<file path="src/rtl/mem_arbiter.sv">
// ----------------------------------------------------------------------------
// mem_arbiter
//
// Arbiter between the icache and dcache miss/writeback ports and one shared
// RAM port. One requester owns the RAM at a time. The grant is held until the
// RAM answers ACCESS or ERROR, or until a grant has run TIMEOUT cycles without
// an answer. The dcache wins ties. The icache is forced in after STARVE_MAX
// consecutive dcache grants taken while it was waiting.
//
// Handshake: a requester raises its enable(s) and keeps address/data stable
// while its wait output is 1. The transfer completes in the one cycle where
// wait drops to 0 while the enable is still high. Read data on iload/dload is
// valid in that cycle only. Arbitration costs one IDLE cycle: a request
// present in cycle N drives the RAM in cycle N+1.
//
// Ports
//   CLK, RST         clock (rising edge), synchronous active-high reset
//   iREN/iaddr       icache read request and word address
//   iload/iwait      icache read data and stall
//   dREN/dWEN        dcache read / write request (write wins if both)
//   daddr/dstore     dcache address and write data
//   dload/dwait      dcache read data and stall
//   ramREN/ramWEN    RAM enables, driven only by the granted requester
//   ramaddr/ramstore RAM address and write data
//   ramload/ramstate RAM read data and status (FREE/BUSY/ACCESS/ERROR)
//   err              sticky: an ERROR or a timeout was seen since reset
//   o_dbg_state      FSM state for observation: 0 IDLE, 1 GNT_I, 2 GNT_D
// ----------------------------------------------------------------------------
package cpu_types_pkg;
   typedef logic [31:0] word_t;
   typedef enum logic [1:0] {FREE = 2'd0, BUSY = 2'd1, ACCESS = 2'd2, ERROR = 2'd3} ramstate_t;
endpackage

module mem_arbiter
   import cpu_types_pkg::*;
#(
   parameter int unsigned STARVE_MAX = 4,
   parameter int unsigned TIMEOUT    = 64
) (
   input  logic        CLK,
   input  logic        RST,
   input  logic        iREN,
   input  word_t       iaddr,
   output word_t       iload,
   output logic        iwait,
   input  logic        dREN,
   input  logic        dWEN,
   input  word_t       daddr,
   input  word_t       dstore,
   output word_t       dload,
   output logic        dwait,
   output logic        ramREN,
   output logic        ramWEN,
   output word_t       ramaddr,
   output word_t       ramstore,
   input  word_t       ramload,
   input  ramstate_t   ramstate,
   output logic        err,
   output logic [1:0]  o_dbg_state
);

   typedef enum logic [1:0] {IDLE = 2'd0, GNT_I = 2'd1, GNT_D = 2'd2} state_t;

   localparam logic [3:0] STARVE_LIM = 4'(STARVE_MAX);
   localparam logic [7:0] TMO_LAST   = 8'(TIMEOUT - 1);

   state_t     r_state;
   logic [3:0] r_starve_cnt;
   logic [7:0] r_tmo_cnt;
   logic       r_err;

   logic w_dreq;
   logic w_gnt_req;
   logic w_take_d;

   assign w_dreq      = dREN | dWEN;
   // Whether the current owner still asserts any enable.
   assign w_gnt_req   = (r_state == GNT_D) ? w_dreq : iREN;
   // The dcache wins unless the icache has been passed over STARVE_MAX times.
   assign w_take_d    = w_dreq && ((r_starve_cnt < STARVE_LIM) || !iREN);
   assign err         = r_err;
   assign o_dbg_state = r_state;

   // Outputs are live functions of the state and the granted requester.
   always_comb begin
      ramREN   = 1'b0;
      ramWEN   = 1'b0;
      ramaddr  = '0;
      ramstore = '0;
      iload    = '0;
      dload    = '0;
      iwait    = iREN;
      dwait    = w_dreq;
      unique case (r_state)
         GNT_D: begin
            // A withdrawn request leaves the RAM idle; dwait already follows
            // the (now low) request.
            if (w_dreq) begin
               ramREN   = dREN & ~dWEN;
               ramWEN   = dWEN;
               ramaddr  = daddr;
               ramstore = dstore;
               if (ramstate == ACCESS) begin
                  dwait = 1'b0;
                  dload = ramload;
               end else if (ramstate == ERROR) begin
                  dwait = 1'b0;
               end else begin
                  dwait = 1'b1;
                  dload = ramload;
               end
            end
         end
         GNT_I: begin
            if (iREN) begin
               ramREN  = 1'b1;
               ramaddr = iaddr;
               if (ramstate == ACCESS) begin
                  iwait = 1'b0;
                  iload = ramload;
               end else if (ramstate == ERROR) begin
                  iwait = 1'b0;
               end else begin
                  iwait = 1'b1;
                  iload = ramload;
               end
            end
         end
         default: ;
      endcase
   end

   always_ff @(posedge CLK) begin
      if (RST) begin
         r_state      <= IDLE;
         r_starve_cnt <= '0;
         r_tmo_cnt    <= '0;
         r_err        <= 1'b0;
      end else begin
         unique case (r_state)
            IDLE: begin
               r_tmo_cnt <= '0;
               if (w_take_d) begin
                  r_state <= GNT_D;
                  if (iREN) begin
                     if (r_starve_cnt < STARVE_LIM) r_starve_cnt <= r_starve_cnt + 4'd1;
                  end else begin
                     r_starve_cnt <= '0;
                  end
               end else if (iREN) begin
                  r_state      <= GNT_I;
                  r_starve_cnt <= '0;
               end else begin
                  r_starve_cnt <= '0;
               end
            end
            GNT_I, GNT_D: begin
               if (!w_gnt_req) begin
                  r_state <= IDLE;
               end else if (ramstate == ACCESS) begin
                  r_state <= IDLE;
               end else if (ramstate == ERROR) begin
                  r_state <= IDLE;
                  r_err   <= 1'b1;
               end else if (r_tmo_cnt == TMO_LAST) begin
                  // Abort; the requester keeps waiting and is re-arbitrated.
                  r_state <= IDLE;
                  r_err   <= 1'b1;
               end else begin
                  r_tmo_cnt <= r_tmo_cnt + 8'd1;
               end
            end
            default: r_state <= IDLE;
         endcase
      end
   end

endmodule

</file>
<file path="config.mk">
export PLATFORM = sky130hd
export DESIGN_NAME = mem_arbiter
export DESIGN_NICKNAME = d
export VERILOG_FILES = /design/src/rtl/mem_arbiter.sv
export SDC_FILE = /design/constraint.sdc
export NUM_CORES = 1
export LEC_CHECK = 0
export BUFFER_PORTS_ARGS = -buffer_cell sky130_fd_sc_hd__buf_2
export CELL_PAD_IN_SITES_DETAIL_PLACEMENT = 1
export CELL_PAD_IN_SITES_GLOBAL_PLACEMENT = 1
export CORE_MARGIN = 2
export CORE_UTILIZATION = 20
export CTS_BUF_LIST = sky130_fd_sc_hd__clkbuf_4
export CTS_CLUSTER_SIZE = 30
export DETAILED_ROUTE_END_ITERATION = 16
export PLACE_DENSITY_LB_ADDON = 0.1
export SKIP_CTS_REPAIR_TIMING = 1
export SLEW_MARGIN = 20
export SYNTH_ARGS = -nofsm -noshare
export SYNTH_HDL_FRONTEND = slang
export SYNTH_SLANG_ARGS = --single-unit
</file>
<file path="constraint.sdc">
create_clock -name CLK -period 3.6 [get_ports CLK]
set_input_delay 0.18 -clock CLK [delete_from_list [all_inputs] [get_ports CLK]]
set_output_delay 0.18 -clock CLK [all_outputs]
set_load 0.005 [all_outputs]
</file>
==> qor.csv <==
metric,value,unit
status,"finished, final reports clean",
GP Congestion,0.848,
Fin Setup TNS,0,ns
CP required,3.42,ns
critical path cell sequence,inv_1 -> ha_1 -> buf_4 -> and2_2 -> buf_4 -> a22oi_1 -> nor2_1 -> buf_2,
Worst-path clk slew,0.10,ns
Placed Area,3390,um2
first-pass iteration count of the detailed router,4,
period utilisation layout,74.3,%
HPWL Detailed,9.77,mm
Sink Count,15,
die span in y,104,um
Skew-Pair Late Insertion Delay,0.29,ns
largest net degree at the start of global routing,66,
gr usage total,20.9,%
die width,104,um
Post-synth top flop,dfxtp_1,
Vias,3210,
synthesized area per cell,6.69,um2
Layout Nets,683,
Netlist cell types,40,
CP Max Fanout,38,
Max Clk Rate,374,MHz
htree depth,1,
PwrDens,190,nW/um2
Switching Fraction,42.3,%
Synth Register Bits,15,
Final min period,2.67,ns
DRT iter0 DRCs,201,
clock network fraction of total power,15.7,%
area grow syn2layout,71.7,%
Core Region,9730,um2
GR Overflow Total,0,
TritonCTS clock tree,yes,
Worst VDD drop,0.166,mV
ranking of synthesized cells by area,"and3_1, dfxtp_1, a22oi_1",
Die ar.,10800,um2
"Slew Viols, Final",0,
Max-slew headroom,53.3,%
final setup fails,0,
routed vias/inst,4.76,
CP peak stage delay,0.54,ns
top-area cell type share of the netlist area,31.1,%
"EDFF count, synth",0,
most common cell in the netlist,and3_1,
initial core utilization,20.5,%
worst-case reg-to-reg path depth,7,
Top Ports,270,
slowest cell on the critical path,and2_2,
PortBufs,269,
RSZ-0062 raised after global routing,false,
DRC viols,0,
Sw Pwr,0.274,mW
Syn Inst Count,298,
CP startpoint,o_dbg_state[0],
DR WL/cell,18.0,um
crit end category,output port,
initial antenna violation count,0,
Routed WL,12.2,mm
vias in the first global route,3007,
final hold violation count,0,
Leak,2.28,nW
register area share after synthesis,15.1,%
global-route wire length before repair,18.3,mm
Yosys warning total,0,
Final Cell Area,3420,um2
Antenna diodes,0,
Pint,0.375,mW
FP Rows,36,
Hold Path Cell Cnt,2,
biggest area consumer among synthesized cells,and3_1,
fillers,1337,
cell mode on critical path,buf_4,
sequential share of power,27.0,%
Synth async-reset ratio,0,%
Max-Cap Viols,0,
synth cell count leaders,"and3_1, nor2_1, a22oi_1",
total CTS buffers,3,
crit start category,flip-flop,
power share of the combinational group,57.3,%
Reg2Reg Launch Point,o_dbg_state[0],
hold slack,0.249,ns
Worst EP arrival,2.49,ns
syn_nets,439,
min-delay worst type,input port to flip-flop,
Syn Std Cell Area,1990,um2
Root Driver,clkbuf_4,
Clock Tree Buf Depth,2,
clock skew,0.00337,ns
share of layout cells above drive strength 1,54.0,%
crit path kind,flip-flop to output port,
Tightest Pin Transition,0.699,ns
DRT antenna net count,0,
HP Start,RST,
-- state kept, by name, summed over array words and instances (netlist names) --
name and cells:
o_dbg_state 2, r_tmo_cnt 8, r_starve_cnt 4, err 1
-- final timing paths --
path	endpoint	slack, ns
max	ramaddr[26]	0.93
min	r_starve_cnt[1]	0.25
max reg2reg	r_tmo_cnt[2]	1.27
min reg2reg	err	0.50
-- kinds of logic (layout without fill, tap and decap cells) --
| family | after synthesis | in the layout | synth area share [%] |
|---|---|---|---|
| flops | 15 | 15 | 15.1 |
| compound gates | 67 | 67 | 23.8 |
| buf+inv | 41 | 284 | 8.85 |
| fa+ha+maj | 6 | 6 | 3.77 |
| mux | 2 | 2 | 1.00 |
| simple gates | 167 | 167 | 47.5 |
-- power groups by stage --
stage,combinational (mW),clock (mW),sequential (mW)
floorplan,0.191,0,0.179
detailed placement,0.374,0,0.179
CTS,0.375,0.110,0.175
global placement,0.367,0,0.179
global route,0.412,0.116,0.176
finish,0.372,0.102,0.175
-- area by class of cell --
class	instances	area, um2	share of cell area [%]
clock inverters	1	7.51	0.219
multi-input cells	242	1520	44.4
repair buffers	274	1380	40.4
clock buffers	3	22.5	0.658
well taps	133	166	4.86
inverters	6	22.5	0.658
flip-flops and latches	15	300	8.78
-- per-layer routing --
metal  vias up  wire length (um)  GRT usage (%)
met3         4               567           3.34
met4         0                66           2.12
li1       1584                 -              -
met2        97              6470           38.7
met5         -                 0              0
met1      1525              5050           26.1
-- layout by cell type, fill, tap and decap left out, types with 2 or more instances in the layout --
cell type and n:
a21oi_1 17, nand4b_1 2, buf_4 5, nand2_1 3
clkbuf_4 3, a32oi_1 2, o21ai_1 2, a31oi_1 3
a22oi_1 33, nor3_1 2, nand2_2 2, dfxtp_1 15
a21oi_2 2, inv_1 5, and2_2 2, or2_1 2
nor2_1 38, a211oi_2 2, o21ai_0 3, buf_2 269
mux2i_1 2, ha_1 6, and3_1 99, nand3_1 7
-- critical path, delay by kind of cell, from the launching register on --
family / cells / cell delay (ns)
AND/OR/NAND/NOR: 2 / 0.67
adder cells (fa/ha/maj): 1 / 0.15
buffers and inverters: 4 / 0.91
AO/OA/AOI/OAI: 1 / 0.11
flip-flops: 1 / 0.35
-- per-stage QoR --
| stage | setup WS (ns) | cells | utilization, % | power, mW |
|---|---|---|---|---|
| 2_1_floorplan | 1.76 | 298 | - | 0.369 |
| 3_3_place_gp | 1.34 | 670 | 34.9 | 0.546 |
| 3_5_place_dp | 1.28 | 670 | 34.9 | 0.553 |
| 4_1_cts | 0.920 | 674 | 35.2 | 0.661 |
| 5_1_grt | 0.701 | 674 | 35.2 | 0.704 |
| 6_report | 0.925 | 674 | 35.2 | 0.650 |
Note: power is estimated with default switching activity, not from simulation.
